File: config.mk
export PLATFORM = sky130hd
export DESIGN_NAME = jt900h_useq
export DESIGN_NICKNAME = d
export VERILOG_FILES = /design/src/rtl/jt900h_useq.sv
export SDC_FILE = /design/constraint.sdc
export NUM_CORES = 1
export LEC_CHECK = 0
export ABC_CLOCK_PERIOD_IN_PS = 3100
export CORE_UTILIZATION = 44
export DETAILED_ROUTE_END_ITERATION = 6
export PLACE_DENSITY = 0.69
export SLEW_MARGIN = 0
export SYNTH_ARGS = -nofsm -noshare
export SYNTH_HDL_FRONTEND = slang
export SYNTH_SLANG_ARGS = --single-unit
File: constraint.sdc
create_clock -name clk -period 3.1 [get_ports clk]
set_input_delay 0.31 -clock clk [delete_from_list [all_inputs] [get_ports clk]]
set_output_delay 0.31 -clock clk [all_outputs]
set_load 0.005 [all_outputs]
File: src/rtl/jt900h_useq.sv
// Microcode sequencer: opcode dispatch, slot stepping, conditional jump/call/ret and operand-width flags.
// Define JT900H_USTACK_CHK_EN to add sticky stack overflow/underflow flags (ovf/unf).
module jt900h_useq #(
  parameter int UAW = 14,
  parameter int OPW = 8,
  parameter int LOW = 4,
  parameter int DEPTH = 4,
  parameter logic [UAW-1:0] RST_UA = '0,
  parameter logic [UAW-1:0] INT_UA = 14'h0c70
)(
  input  logic           rst,
  input  logic           clk,
  input  logic           cen,
  input  logic [OPW-1:0] op,
  input  logic           ni,
  input  logic           irq,
  input  logic           still,
  input  logic [7:0]     flags,
  input  logic [3:0]     cc_sel,
  input  logic           jmp_en,
  input  logic           jmp_cond,
  input  logic           call,
  input  logic           ret,
  input  logic [UAW-1:0] jmp_ua,
  input  logic           wset,
  input  logic [1:0]     wsel,
  input  logic           widen,
  output logic [UAW-1:0] uaddr,
  output logic           cc,
  output logic           bs,
  output logic           ws,
  output logic           qs,
  output logic [3:0]     sdepth
`ifdef JT900H_USTACK_CHK_EN
  ,
  output logic           ovf,
  output logic           unf
`endif
);

  logic           base;
  logic           taken;
  logic           full;
  logic           empty;
  logic           push_wr;
  logic [2:0]     wr_idx;
  logic [2:0]     rd_idx;
  logic [UAW-1:0] ret_addr;
  logic [UAW-1:0] step_addr;
  logic [UAW-1:0] dispatch;
  logic [UAW-1:0] top;
  logic [UAW-1:0] rd_vec [0:7];
  logic           unused_flags;

  // H and N are carried in the flag byte but no condition looks at them
  assign unused_flags = ^{flags[5], flags[4], flags[3], flags[1]};

  always_comb begin
    base = 1'b0;
    case (cc_sel[2:0])
      3'd0: base = 1'b0;
      3'd1: base = flags[7] ^ flags[2];
      3'd2: base = flags[6] | (flags[7] ^ flags[2]);
      3'd3: base = flags[6] | flags[0];
      3'd4: base = flags[2];
      3'd5: base = flags[7];
      3'd6: base = flags[6];
      3'd7: base = flags[0];
      default: base = 1'b0;
    endcase
  end

  // Selector 8 is "always", i.e. the inverse of selector 0
  assign cc = base ^ cc_sel[3];

  assign taken     = jmp_en & (~jmp_cond | cc);
  assign full      = sdepth == 4'(DEPTH);
  assign empty     = sdepth == 4'd0;
  assign ret_addr  = {uaddr[UAW-1:LOW], uaddr[LOW-1:0] + LOW'(1)};
  assign step_addr = ret_addr;
  assign dispatch  = UAW'({op, {LOW{1'b0}}});
  assign wr_idx    = full ? 3'(DEPTH-1) : sdepth[2:0];
  assign rd_idx    = empty ? 3'd0 : 3'(sdepth - 4'd1);
  assign top       = rd_vec[rd_idx];

`ifdef JT900H_USTACK_CHK_EN
  assign push_wr = ~ni & taken & call & ~full;
`else
  assign push_wr = ~ni & taken & call;
`endif

  // Stack entries carry no reset: only the occupancy count is flushed
  for (genvar gi = 0; gi < 8; gi++) begin : g_stack
    if (gi < DEPTH) begin : g_used
      logic [UAW-1:0] entry;
      always_ff @(posedge clk) begin
        if (cen && push_wr && wr_idx == 3'(gi))
          entry <= ret_addr;
      end
      assign rd_vec[gi] = entry;
    end else begin : g_unused
      assign rd_vec[gi] = '0;
    end
  end

  always_ff @(posedge clk or posedge rst) begin
    if (rst) begin
      uaddr  <= RST_UA;
      sdepth <= 4'd0;
`ifdef JT900H_USTACK_CHK_EN
      ovf    <= 1'b0;
      unf    <= 1'b0;
`endif
    end else if (cen) begin
      if (ni) begin
        uaddr  <= irq ? INT_UA : dispatch;
        sdepth <= 4'd0;
      end else if (taken) begin
        uaddr <= jmp_ua;
        if (call) begin
          if (!full)
            sdepth <= sdepth + 4'd1;
`ifdef JT900H_USTACK_CHK_EN
          else
            ovf <= 1'b1;
`endif
        end
      end else if (ret) begin
`ifdef JT900H_USTACK_CHK_EN
        if (empty) begin
          unf   <= 1'b1;
          uaddr <= RST_UA;
        end else begin
          uaddr  <= top;
          sdepth <= sdepth - 4'd1;
        end
`else
        uaddr <= top;
        if (!empty)
          sdepth <= sdepth - 4'd1;
`endif
      end else if (!still) begin
        uaddr <= step_addr;
      end
    end
  end

  always_ff @(posedge clk or posedge rst) begin
    if (rst) begin
      {qs, ws, bs} <= 3'b000;
    end else if (cen) begin
      if (ni) begin
        {qs, ws, bs} <= 3'b000;
      end else if (wset) begin
        case (wsel)
          2'd0:    {qs, ws, bs} <= 3'b001;
          2'd1:    {qs, ws, bs} <= 3'b010;
          2'd2:    {qs, ws, bs} <= 3'b100;
          default: {qs, ws, bs} <= 3'b000;
        endcase
      end else if (widen) begin
        {qs, ws, bs} <= {ws, bs, 1'b0};
      end
    end
  end

endmodule

==> results of run 1 <==
-- how the worst max path moves through the flow --
stage                          startpoint                                     to  slack [ns]
global placement                cc_sel[0]  g_stack[1].g_used.entry[12]$_DFFE_PP_        0.11
finish                          cc_sel[0]                                     cc        0.30
floorplan           sdepth[0]$_DFFE_PP0P_                  uaddr[12]$_DFFE_PP0P_        0.45
detailed placement              cc_sel[0]  g_stack[1].g_used.entry[13]$_DFFE_PP_        0.03
global route        sdepth[0]$_DFFE_PP0P_                   uaddr[6]$_DFFE_PP0P_        0.18
CTS                             cc_sel[0]                                     cc        0.30
-- state kept, by name, summed over array words and instances, names as in the netlist --
| register | cells |
|---|---|
| bs | 1 |
| uaddr | 14 |
| sdepth | 4 |
| ws | 1 |
| g_stack.g_used.entry | 56 |
| qs | 1 |
-- cells by family after synthesis --
group	synth area share (%)
xor+xnor	0.444
flops	55.9
mux	5.99
fa+ha+maj	1.58
buf+inv	4.63
simple gates	12.9
compound gates	18.6
-- through the flow --
stage / setup slack (ns) / hold slack [ns]
6_report: 0.296 / 0.470
4_1_cts: 0.297 / 0.498
5_1_grt: 0.181 / 0.512
3_3_place_gp: 0.113 / 0.476
3_5_place_dp: 0.0317 / 0.474
2_1_floorplan: 0.446 / 0.287
-- layout by cell type (no fill, tap or decap), types with 3 or more instances in the layout --
master and count:
clkdlybuf4s50_1 65, edfxtp_1 56, a21oi_1 25, buf_4 23, dfrtp_1 21, nand3_1 20
mux2i_1 18, nor2_1 17, nand2_1 17, inv_1 15, a31oi_1 11, o21ai_0 10
clkbuf_8 10, o22ai_1 9, and3_1 7, o31ai_1 6, ha_1 5, nor3_1 4
nor2b_1 4, mux2_1 4, a311oi_1 3, a22oi_1 3
-- power by group --
group          leakage (nW)  total, mW  internal, mW  switching, mW
sequential            0.769       1.38          1.25          0.127
clock                 0.100      0.746         0.394          0.352
combinational         0.986       1.34         0.617          0.725
-- critical path: cells and delay by family --
family	cells	cell delay, ns
buf+inv	3	1.12
simple gates	3	0.81
compound gates	1	0.24
-- per-layer routing --
metal	global-route usage [%]	routed length (um)	up-vias
li1	-	-	1438
met5	0	0	-
met3	5.64	630	15
met2	35.7	4780	103
met1	27.8	4150	1468
met4	7.92	193	0
-- final cells by class --
type	instances	share of cell area, %
flip-flops and latches	77	44.2
multi-input cells	218	31.2
repair buffers	89	16.9
clock buffers	12	2.91
well taps	108	2.71
inverters	15	1.13
clock inverters	4	0.977
-- synthesized netlist by cell type, types with 3 or more instances --
library cell / count
dfrtp_1: 21
buf_4: 10
nor2b_1: 4
a22oi_1: 3
mux2i_1: 18
nand2_1: 17
o31ai_1: 6
a31oi_1: 11
clkbuf_1: 8
o21ai_0: 10
nand3_1: 20
mux2_1: 4
o22ai_1: 9
nor2_1: 17
a311oi_1: 3
nor3_1: 4
inv_1: 15
ha_1: 5
edfxtp_1: 56
and3_1: 7
a21oi_1: 25
==> flow_metrics.env, run 1 <==
export IMPL_synth_edf_count=56
export IMPL_die_w_um=96.7
export IMPL_drc=0
export IMPL_fin_crit_sh_pct=90.4
export IMPL_insertion_delay_ns=0.35
export IMPL_fp_dieH_um=96.7
export IMPL_crit_required_ns=2.79
export IMPL_final_cells=523
export IMPL_worst_slew_pin_slew_ns=0.943
export IMPL_finalHoldViolCount=0
export IMPL_ctsRootBufferMaster="clkbuf_8"
export IMPL_io_buffers=65
export IMPL_detail_route_vias_per_cell=5.78
export IMPL_rrSetupSlack_ns=0.34
export IMPL_ant_nets=0
export IMPL_hold_path_class="primary input to asynchronous set/reset pin"
export IMPL_grt_pass1_vias=2969
export IMPL_p_total_mw=3.47
export IMPL_multi_input_area_mm2=0.00156
export IMPL_fin_tns_setup_ns=0
export IMPL_drv_cap=0
export IMPL_via_count=3024
export IMPL_fillers=747
export IMPL_cp_end_kind="primary output"
export IMPL_synth_seq_cells=77
export IMPL_critPathKind="primary input to primary output"
export IMPL_r2r_start="sdepth[0]$_DFFE_PP0P_"
export IMPL_ctsLongestPathBuffers=2
export IMPL_power_density_mw_per_mm2=694
export IMPL_antenna_found_initial=0
export IMPL_status="finished clean"
export IMPL_leakage_nw=1.86
export IMPL_detailed_place_hpwl_mm=6.92
export IMPL_ios=70
export IMPL_tritoncts="yes"
export IMPL_cts_hold_buf=0
export IMPL_final_nets=463
export IMPL_drt_iter0_markers=208
export IMPL_syn_cell_area_mm2=0.00395
export IMPL_rsz0062_at_grt="false"
export IMPL_cts_sinks=77
export IMPL_synth_ff_type="edfxtp_1"
export IMPL_finalInstanceArea_mm2=0.00499
export IMPL_syn_avg_cell_area_um2=11.9
export IMPL_grt_max_degree=22
export IMPL_slew_headroom_pct=37.1
export IMPL_cp_max_fo=5
export IMPL_slew_violations=0
export IMPL_critPathArrivalTime_ns=2.49
export IMPL_antenna_cells=0
export IMPL_core_area_mm2=0.00872
export IMPL_reg2reg_depth=8
export IMPL_setup_viol=0
export IMPL_grt_total_usage_pct=21.8
export IMPL_area_growth_pct=26.5
export IMPL_grt_pass1_wl_mm=15.6
export IMPL_ys_warn_count=0
export IMPL_fp_row_count=34
export IMPL_dp_cells=507
export IMPL_crit_path_max_incr_delay_ns=0.49
export IMPL_seq_area_frac_synth_pct=55.9
export IMPL_crit_path_cell_trace="clkdlybuf4s50_1, and4bb_2, a31o_2, buf_4, or4_4, nand2_1, clkdlybuf4s50_1"
export IMPL_cts_setup_buffers=0
export IMPL_skew_ns=0.0109
export IMPL_start_util_pct=45.3
export IMPL_yosysTopAreaCellShare_pct=42.6
export IMPL_r2r_end="uaddr[2]$_DFFE_PP0P_"
export IMPL_drt_pass1_iter_count=5
export IMPL_post_cts_resize_count=0
export IMPL_synth_area_leader_cell="edfxtp_1"
export IMPL_ys_types=67
export IMPL_register_area_mm2=0.00221
export IMPL_fmax_mhz=357
export IMPL_synth_nets=384
export IMPL_grt_overflow=0
export IMPL_critPathSlowestCell="clkdlybuf4s50_1"
export IMPL_post_route_util_pct=57.3
export IMPL_drt_total_wl_mm=9.76
export IMPL_htreeDepth=3
export IMPL_async_reset_ff_share_pct=27.3
export IMPL_dieArea_mm2=0.00935
export IMPL_synthTopCellsByArea="edfxtp_1 43%, dfrtp_1 13%, mux2i_1 4.6%"
export IMPL_worstSetupStartpointType="primary input"
export IMPL_cts_buffers=9
export IMPL_path_clk_slew_ns=0.08
export IMPL_wire_per_inst_um=18.7
export IMPL_placed_cell_area_mm2=0.00480
export IMPL_cp_common_cell="clkdlybuf4s50_1"
export IMPL_peakVddDrop_mv=0.278
export IMPL_gp_congestion=0.829
export IMPL_synthCells=331
export IMPL_drive_gt1_share_pct=14.5
export IMPL_min_period_ns=2.80
No activity file was read; power rests on OpenSTA's default activity.
==> run 2, diff against run 1 <==
SETUP_SLACK_MARGIN = 0.4   (was default)
==> run 2 against run 1 <==
Sequential power hardly changed. Critical path depth stayed put. Clock-buffer cell count stayed put. Utilization is 0.22 points higher. Largest power group unchanged. Die area stayed put. Final cell count is 0.19% higher. Combinational power hardly changed. Clock power hardly changed. Register-to-register slack better by 0.28 ns. Power is 0.52% higher. Sequential cell count stayed put. Routed wire length is 0.62% higher.
==> flow_metrics.env, run 2 (synthesis results as in run 1) <==
export IMPL_status="finished clean"
export IMPL_largest_reg_flops=56
export IMPL_drt_pass1_iter_count=5
export IMPL_ant_nets=0
export IMPL_worst_slew_pin_slew_ns=0.947
export IMPL_path_clk_slew_ns=0.08
export IMPL_cts_sinks=77
export IMPL_cts_hold_buf=0
export IMPL_reg2reg_depth=9
export IMPL_rsz0062_at_grt="false"
export IMPL_cp_num_buf_inv=3
export IMPL_grt_overflow=0
export IMPL_fin_ws_ns=0.519
export IMPL_top_regs="g_stack.g_used.entry x56, uaddr x14, sdepth x4"
export IMPL_peakVddDrop_mv=0.279
export IMPL_ios=70
export IMPL_drv_cap=0
export IMPL_core_area_mm2=0.00872
export IMPL_die_w_um=96.7
export IMPL_leakage_nw=1.86
export IMPL_grt_max_degree=22
export IMPL_mostFrequentLayoutCells="62 x clkdlybuf4s50_1, 56 x edfxtp_1, 24 x a21oi_1, 24 x buf_4"
export IMPL_dieArea_mm2=0.00935
export IMPL_area_growth_pct=27.0
export IMPL_insertion_delay_ns=0.35
export IMPL_detailed_place_hpwl_mm=6.92
export IMPL_fin_tns_setup_ns=0
export IMPL_setup_viol=0
export IMPL_fin_crit_sh_pct=83.2
export IMPL_antenna_cells=0
export IMPL_finalHoldViolCount=0
export IMPL_rrSetupSlack_ns=0.62
export IMPL_fp_row_count=34
export IMPL_regMostFlops="g_stack.g_used.entry"
export IMPL_fillers=747
export IMPL_drt_total_wl_mm=9.82
export IMPL_grt_total_usage_pct=21.7
export IMPL_grt_pass1_wl_mm=15.6
export IMPL_crit_path_max_incr_delay_ns=0.53
export IMPL_hold_path_class="primary input to asynchronous set/reset pin"
export IMPL_fp_dieH_um=96.7
export IMPL_detail_route_vias_per_cell=5.79
export IMPL_crit_path_cell_trace="clkdlybuf4s50_1, and4bb_2, a31o_2, buf_4, or4_4, nand2_1, dlygate4sd2_1"
export IMPL_cp_max_fo=3
export IMPL_slew_violations=0
export IMPL_cts_buffers=9
export IMPL_drive_gt1_share_pct=15.9
export IMPL_power_density_mw_per_mm2=695
export IMPL_slew_headroom_pct=36.8
export IMPL_ctsRootBufferMaster="clkbuf_8"
export IMPL_min_period_ns=2.58
export IMPL_cp_end_kind="primary output"
export IMPL_final_nets=464
export IMPL_cp_top_family="buffers and inverters"
export IMPL_tritoncts="yes"
export IMPL_dp_cells=507
export IMPL_final_cells=524
export IMPL_drc=0
export IMPL_via_count=3032
export IMPL_start_util_pct=45.3
export IMPL_critPathArrivalTime_ns=2.27
export IMPL_io_buffers=65
export IMPL_critPathSlowestCell="or4_4"
export IMPL_crit_required_ns=2.79
export IMPL_r2r_start="sdepth[1]$_DFFE_PP0P_"
export IMPL_skew_ns=0.0110
export IMPL_critPathKind="primary input to primary output"
export IMPL_fmax_mhz=388
export IMPL_htreeDepth=3
export IMPL_worstSetupStartpointType="primary input"
export IMPL_gp_congestion=0.829
export IMPL_antenna_found_initial=0
export IMPL_ctsLongestPathBuffers=2
export IMPL_final_common_cell="clkdlybuf4s50_1"
export IMPL_r2r_end="uaddr[1]$_DFFE_PP0P_"
export IMPL_place_ws_ns=0.0317
export IMPL_drt_iter0_markers=202
export IMPL_grt_pass1_vias=2967
export IMPL_wire_per_inst_um=18.7
run 2: area by class of cell:
type                    count  area (um2)  area share [%]
repair buffers             90         847            16.9
flip-flops and latches     77        2210            44.1
inverters                  15        56.3            1.12
well taps                 108         135            2.70
clock buffers              12         145            2.90
clock inverters             4        48.8           0.974
multi-input cells         218        1570            31.4
run 2: where the power goes:
| group | leakage, nW | total [mW] | switching, mW | internal [mW] |
|---|---|---|---|---|
| clock | 0.100 | 0.745 | 0.352 | 0.394 |
| sequential | 0.767 | 1.38 | 0.133 | 1.25 |
| combinational | 0.997 | 1.36 | 0.729 | 0.627 |
run 2: worst max-delay path by stage:
stage | from | endpoint | slack (ns) | cells after the start
floorplan | sdepth[0]$_DFFE_PP0P_ | uaddr[12]$_DFFE_PP0P_ | 0.45 | 8
global placement | cc_sel[0] | g_stack[1].g_used.entry[12]$_DFFE_PP_ | 0.11 | 7
detailed placement | cc_sel[0] | g_stack[1].g_used.entry[13]$_DFFE_PP_ | 0.03 | 7
CTS | cc_sel[2] | g_stack[1].g_used.entry[8]$_DFFE_PP_ | 0.47 | 7
global route | flags[6] | cc | 0.44 | 7
finish | flags[6] | cc | 0.52 | 7
run 2: what timing repair did:
action / in CTS / in global routing
setup endpoints to repair: 12 / 48
resized for setup: 4 / 5
setup buffers: 1 / 0
pin swaps: 1 / 0
run 2: routing by layer:
layer	vias up	GRT usage, %	share of wire [%]
li1	1442	-	-
met4	0	7.92	1.7
met3	14	5.64	7.5
met2	104	35.6	49
met1	1472	27.8	42
met5	-	0	0
run 2: through the flow:
stage / power (mW) / area, um2 / util (%) / hold WS (ns)
6_report: 3.48 / 5010 / 57.5 / 0.471
5_1_grt: 3.68 / 5010 / 57.5 / 0.512
4_1_cts: 3.48 / 5000 / 57.3 / 0.498
3_3_place_gp: 2.71 / 4800 / 55.0 / 0.476
3_5_place_dp: 2.74 / 4800 / 55.0 / 0.474
2_1_floorplan: 2.20 / 3950 / - / 0.287
==> run 3, diff against run 2 <==
ABC_CLOCK_PERIOD_IN_PS = 2640   (was 3100)
clock period = 2.64 ns   (was 3.1 ns; I/O delays follow)
==> run 3 against run 2 <==
Global-route usage about the same. Routed wire length increased by 2.0%. Hold slack got worse by 0.15 ns. Clock-buffer cell count decreased by 3. Die area unchanged. First-iteration DRC count increased by 6.9%. Register-to-register slack got worse by 0.15 ns. Clock skew about the same. Critical endpoint is now uaddr[3]$_DFFE_PP0P_. Largest cell class unchanged. Highest routed layer unchanged.
==> flow_metrics.env, run 3 (synthesis results as in run 1) <==
export IMPL_power_share_clock_pct=19.5
export IMPL_grt_pass1_vias=3144
export IMPL_fmax_mhz=461
export IMPL_start_util_pct=45.3
export IMPL_p_int_mw=2.66
export IMPL_cts_sinks=77
export IMPL_grt_max_degree=18
export IMPL_core_area_mm2=0.00872
export IMPL_min_period_ns=2.17
export IMPL_status="finished clean"
export IMPL_detail_route_vias_per_cell=5.82
export IMPL_crit_path_cell_trace="inv_1, ha_2, a21oi_1, buf_4, buf_4, o32ai_1, o31ai_1, mux2i_1, mux2i_1"
export IMPL_cp_max_fo=9
export IMPL_crit_path_max_incr_delay_ns=0.39
export IMPL_worst_slew_pin_slew_ns=0.712
export IMPL_insertion_delay_ns=0.36
export IMPL_area_growth_pct=32.8
export IMPL_top_regs="g_stack.g_used.entry x56, uaddr x14, sdepth x4"
export IMPL_tritoncts="yes"
export IMPL_rsz0062_at_grt="true"
export IMPL_dieArea_mm2=0.00935
export IMPL_final_nets=486
export IMPL_gp_congestion=0.877
export IMPL_p_comb_share_pct=42.6
export IMPL_met1_usage_pct=27.2
export IMPL_largest_reg_flops=56
export IMPL_drt_total_wl_mm=10.0
export IMPL_drc=0
export IMPL_critPathSlowestCell="dfrtp_1"
export IMPL_placed_cell_area_mm2=0.00492
export IMPL_path_clk_slew_ns=0.08
export IMPL_cts_buffers=9
export IMPL_die_w_um=96.7
export IMPL_fp_row_count=34
export IMPL_crit_required_ns=2.92
export IMPL_finalInstanceArea_mm2=0.00524
export IMPL_ant_nets=0
export IMPL_drt_iter0_markers=216
export IMPL_drive_gt1_share_pct=22.1
export IMPL_fin_crit_sh_pct=82.1
export IMPL_final_common_cell="clkdlybuf4s50_1"
export IMPL_power_density_mw_per_mm2=805
export IMPL_grtUsageMet2_pct=37.4
export IMPL_ctsLongestPathBuffers=2
export IMPL_hold_path_class="primary input to asynchronous set/reset pin"
export IMPL_grt_total_usage_pct=21.7
export IMPL_switching_share_pct=36.9
export IMPL_cp_end_kind="flip-flop"
export IMPL_worstSetupStartpointType="flip-flop"
export IMPL_slew_violations=0
export IMPL_antenna_cells=0
export IMPL_regMostFlops="g_stack.g_used.entry"
export IMPL_ctsRootBufferMaster="clkbuf_8"
export IMPL_via_count=3176
export IMPL_setup_viol=0
export IMPL_wire_per_inst_um=18.3
export IMPL_p_seq_share_pct=37.9
export IMPL_detailed_place_hpwl_mm=7.13
export IMPL_use_met3_pct=4.19
export IMPL_fin_tns_setup_ns=0
export IMPL_critPathKind="flip-flop to flip-flop"
export IMPL_fp_dieH_um=96.7
export IMPL_peakVddDrop_mv=0.382
export IMPL_htreeDepth=3
export IMPL_critPathArrivalTime_ns=2.45
export IMPL_grt_pass1_wl_mm=15.8
export IMPL_antenna_found_initial=0
export IMPL_finalHoldViolCount=0
export IMPL_grt_overflow=0
export IMPL_ios=70
export IMPL_mostFrequentLayoutCells="57 x clkdlybuf4s50_1, 56 x edfxtp_1, 43 x buf_4, 25 x a21oi_1, 20 x dfrtp_1"
export IMPL_io_buffers=65
export IMPL_drt_pass1_iter_count=5
export IMPL_drv_cap=0
export IMPL_leakage_nw=2.00
export IMPL_busiest_layer="met2"
export IMPL_slew_headroom_pct=52.5
export IMPL_p_switching_mw=1.55
export IMPL_skew_ns=0.0109
run 3: cell types whose count changed in the layout (fill, tap and decap cells not counted), moves of 3 or more:
cell,previous run,this run
buf_4,24,43
buf_6,0,3
clkdlybuf4s50_1,62,57
dlymetal6s2s_1,0,3
run 3: path summary, 6_finish.rpt:
| check | startpoint | to | slack [ns] | cells past startpoint |
|---|---|---|---|---|
| max | sdepth[1]$_DFFE_PP0P_ | uaddr[3]$_DFFE_PP0P_ | 0.47 | 9 |
| min | rst | uaddr[4]$_DFFE_PP0P_ | 0.32 | 2 |
| max reg2reg | sdepth[1]$_DFFE_PP0P_ | uaddr[3]$_DFFE_PP0P_ | 0.47 | 9 |
| min reg2reg | qs$_DFFE_PP0P_ | qs$_DFFE_PP0P_ | 0.50 | 2 |
| max in group asynchronous | rst | uaddr[7]$_DFFE_PP0P_ | 1.75 | 3 |
| min in group clk | qs$_DFFE_PP0P_ | qs$_DFFE_PP0P_ | 0.50 | 2 |
run 3: power by group through the flow:
stage,registers (mW),logic (mW),clock network [mW]
2_1_floorplan,1.59,1.03,0
3_3_place_gp,1.61,1.64,0
3_5_place_dp,1.62,1.67,0
4_1_cts,1.60,1.72,0.827
5_1_grt,1.61,1.94,0.870
6_report,1.60,1.80,0.823
run 3: cell type report:
cell class | count | area, um2
Clock buffer | 9 | 124
Sequential cell | 77 | 2210
Tap cell | 108 | 135
Timing Repair Buffer | 112 | 1020
Clock inverter | 7 | 57.6
Fill cell | 722 | 3480
Multi-Input combinational cell | 218 | 1630
Inverter | 15 | 58.8
run 3: routing by layer:
metal | up-vias | routed length [um]
met5 | - | 0
met4 | 0 | 180
met3 | 16 | 518
met2 | 105 | 5140
met1 | 1567 | 4170
li1 | 1488 | -
run 3: metrics by stage:
stage	util, %	hold WS [ns]	setup slack (ns)	power, mW	std cells
4_1_cts	59.6	0.342	0.394	4.14	544
2_1_floorplan	-	0.240	0.403	2.62	331
5_1_grt	60.1	0.394	0.383	4.42	546
3_5_place_dp	56.4	0.472	-0.104	3.29	521
3_3_place_gp	56.4	0.476	-0.0482	3.25	521
6_report	60.1	0.317	0.472	4.22	546
run 3: repair_timing:
item / 4_1_cts / 5_1_grt
buffers inserted: 7 / 2
hold buffers: 0 / 0
endpoints found under the setup margin: 75 / 56
gates resized for setup: 17 / 8
pin swaps: 7 / 3
run 3: worst max-delay path: cells and delay by family (launching register included):
kind | cells | cell delay (ns)
compound gates | 3 | 0.57
fa+ha+maj | 1 | 0.38
buf+inv | 3 | 0.50
flops | 1 | 0.39
mux | 2 | 0.26
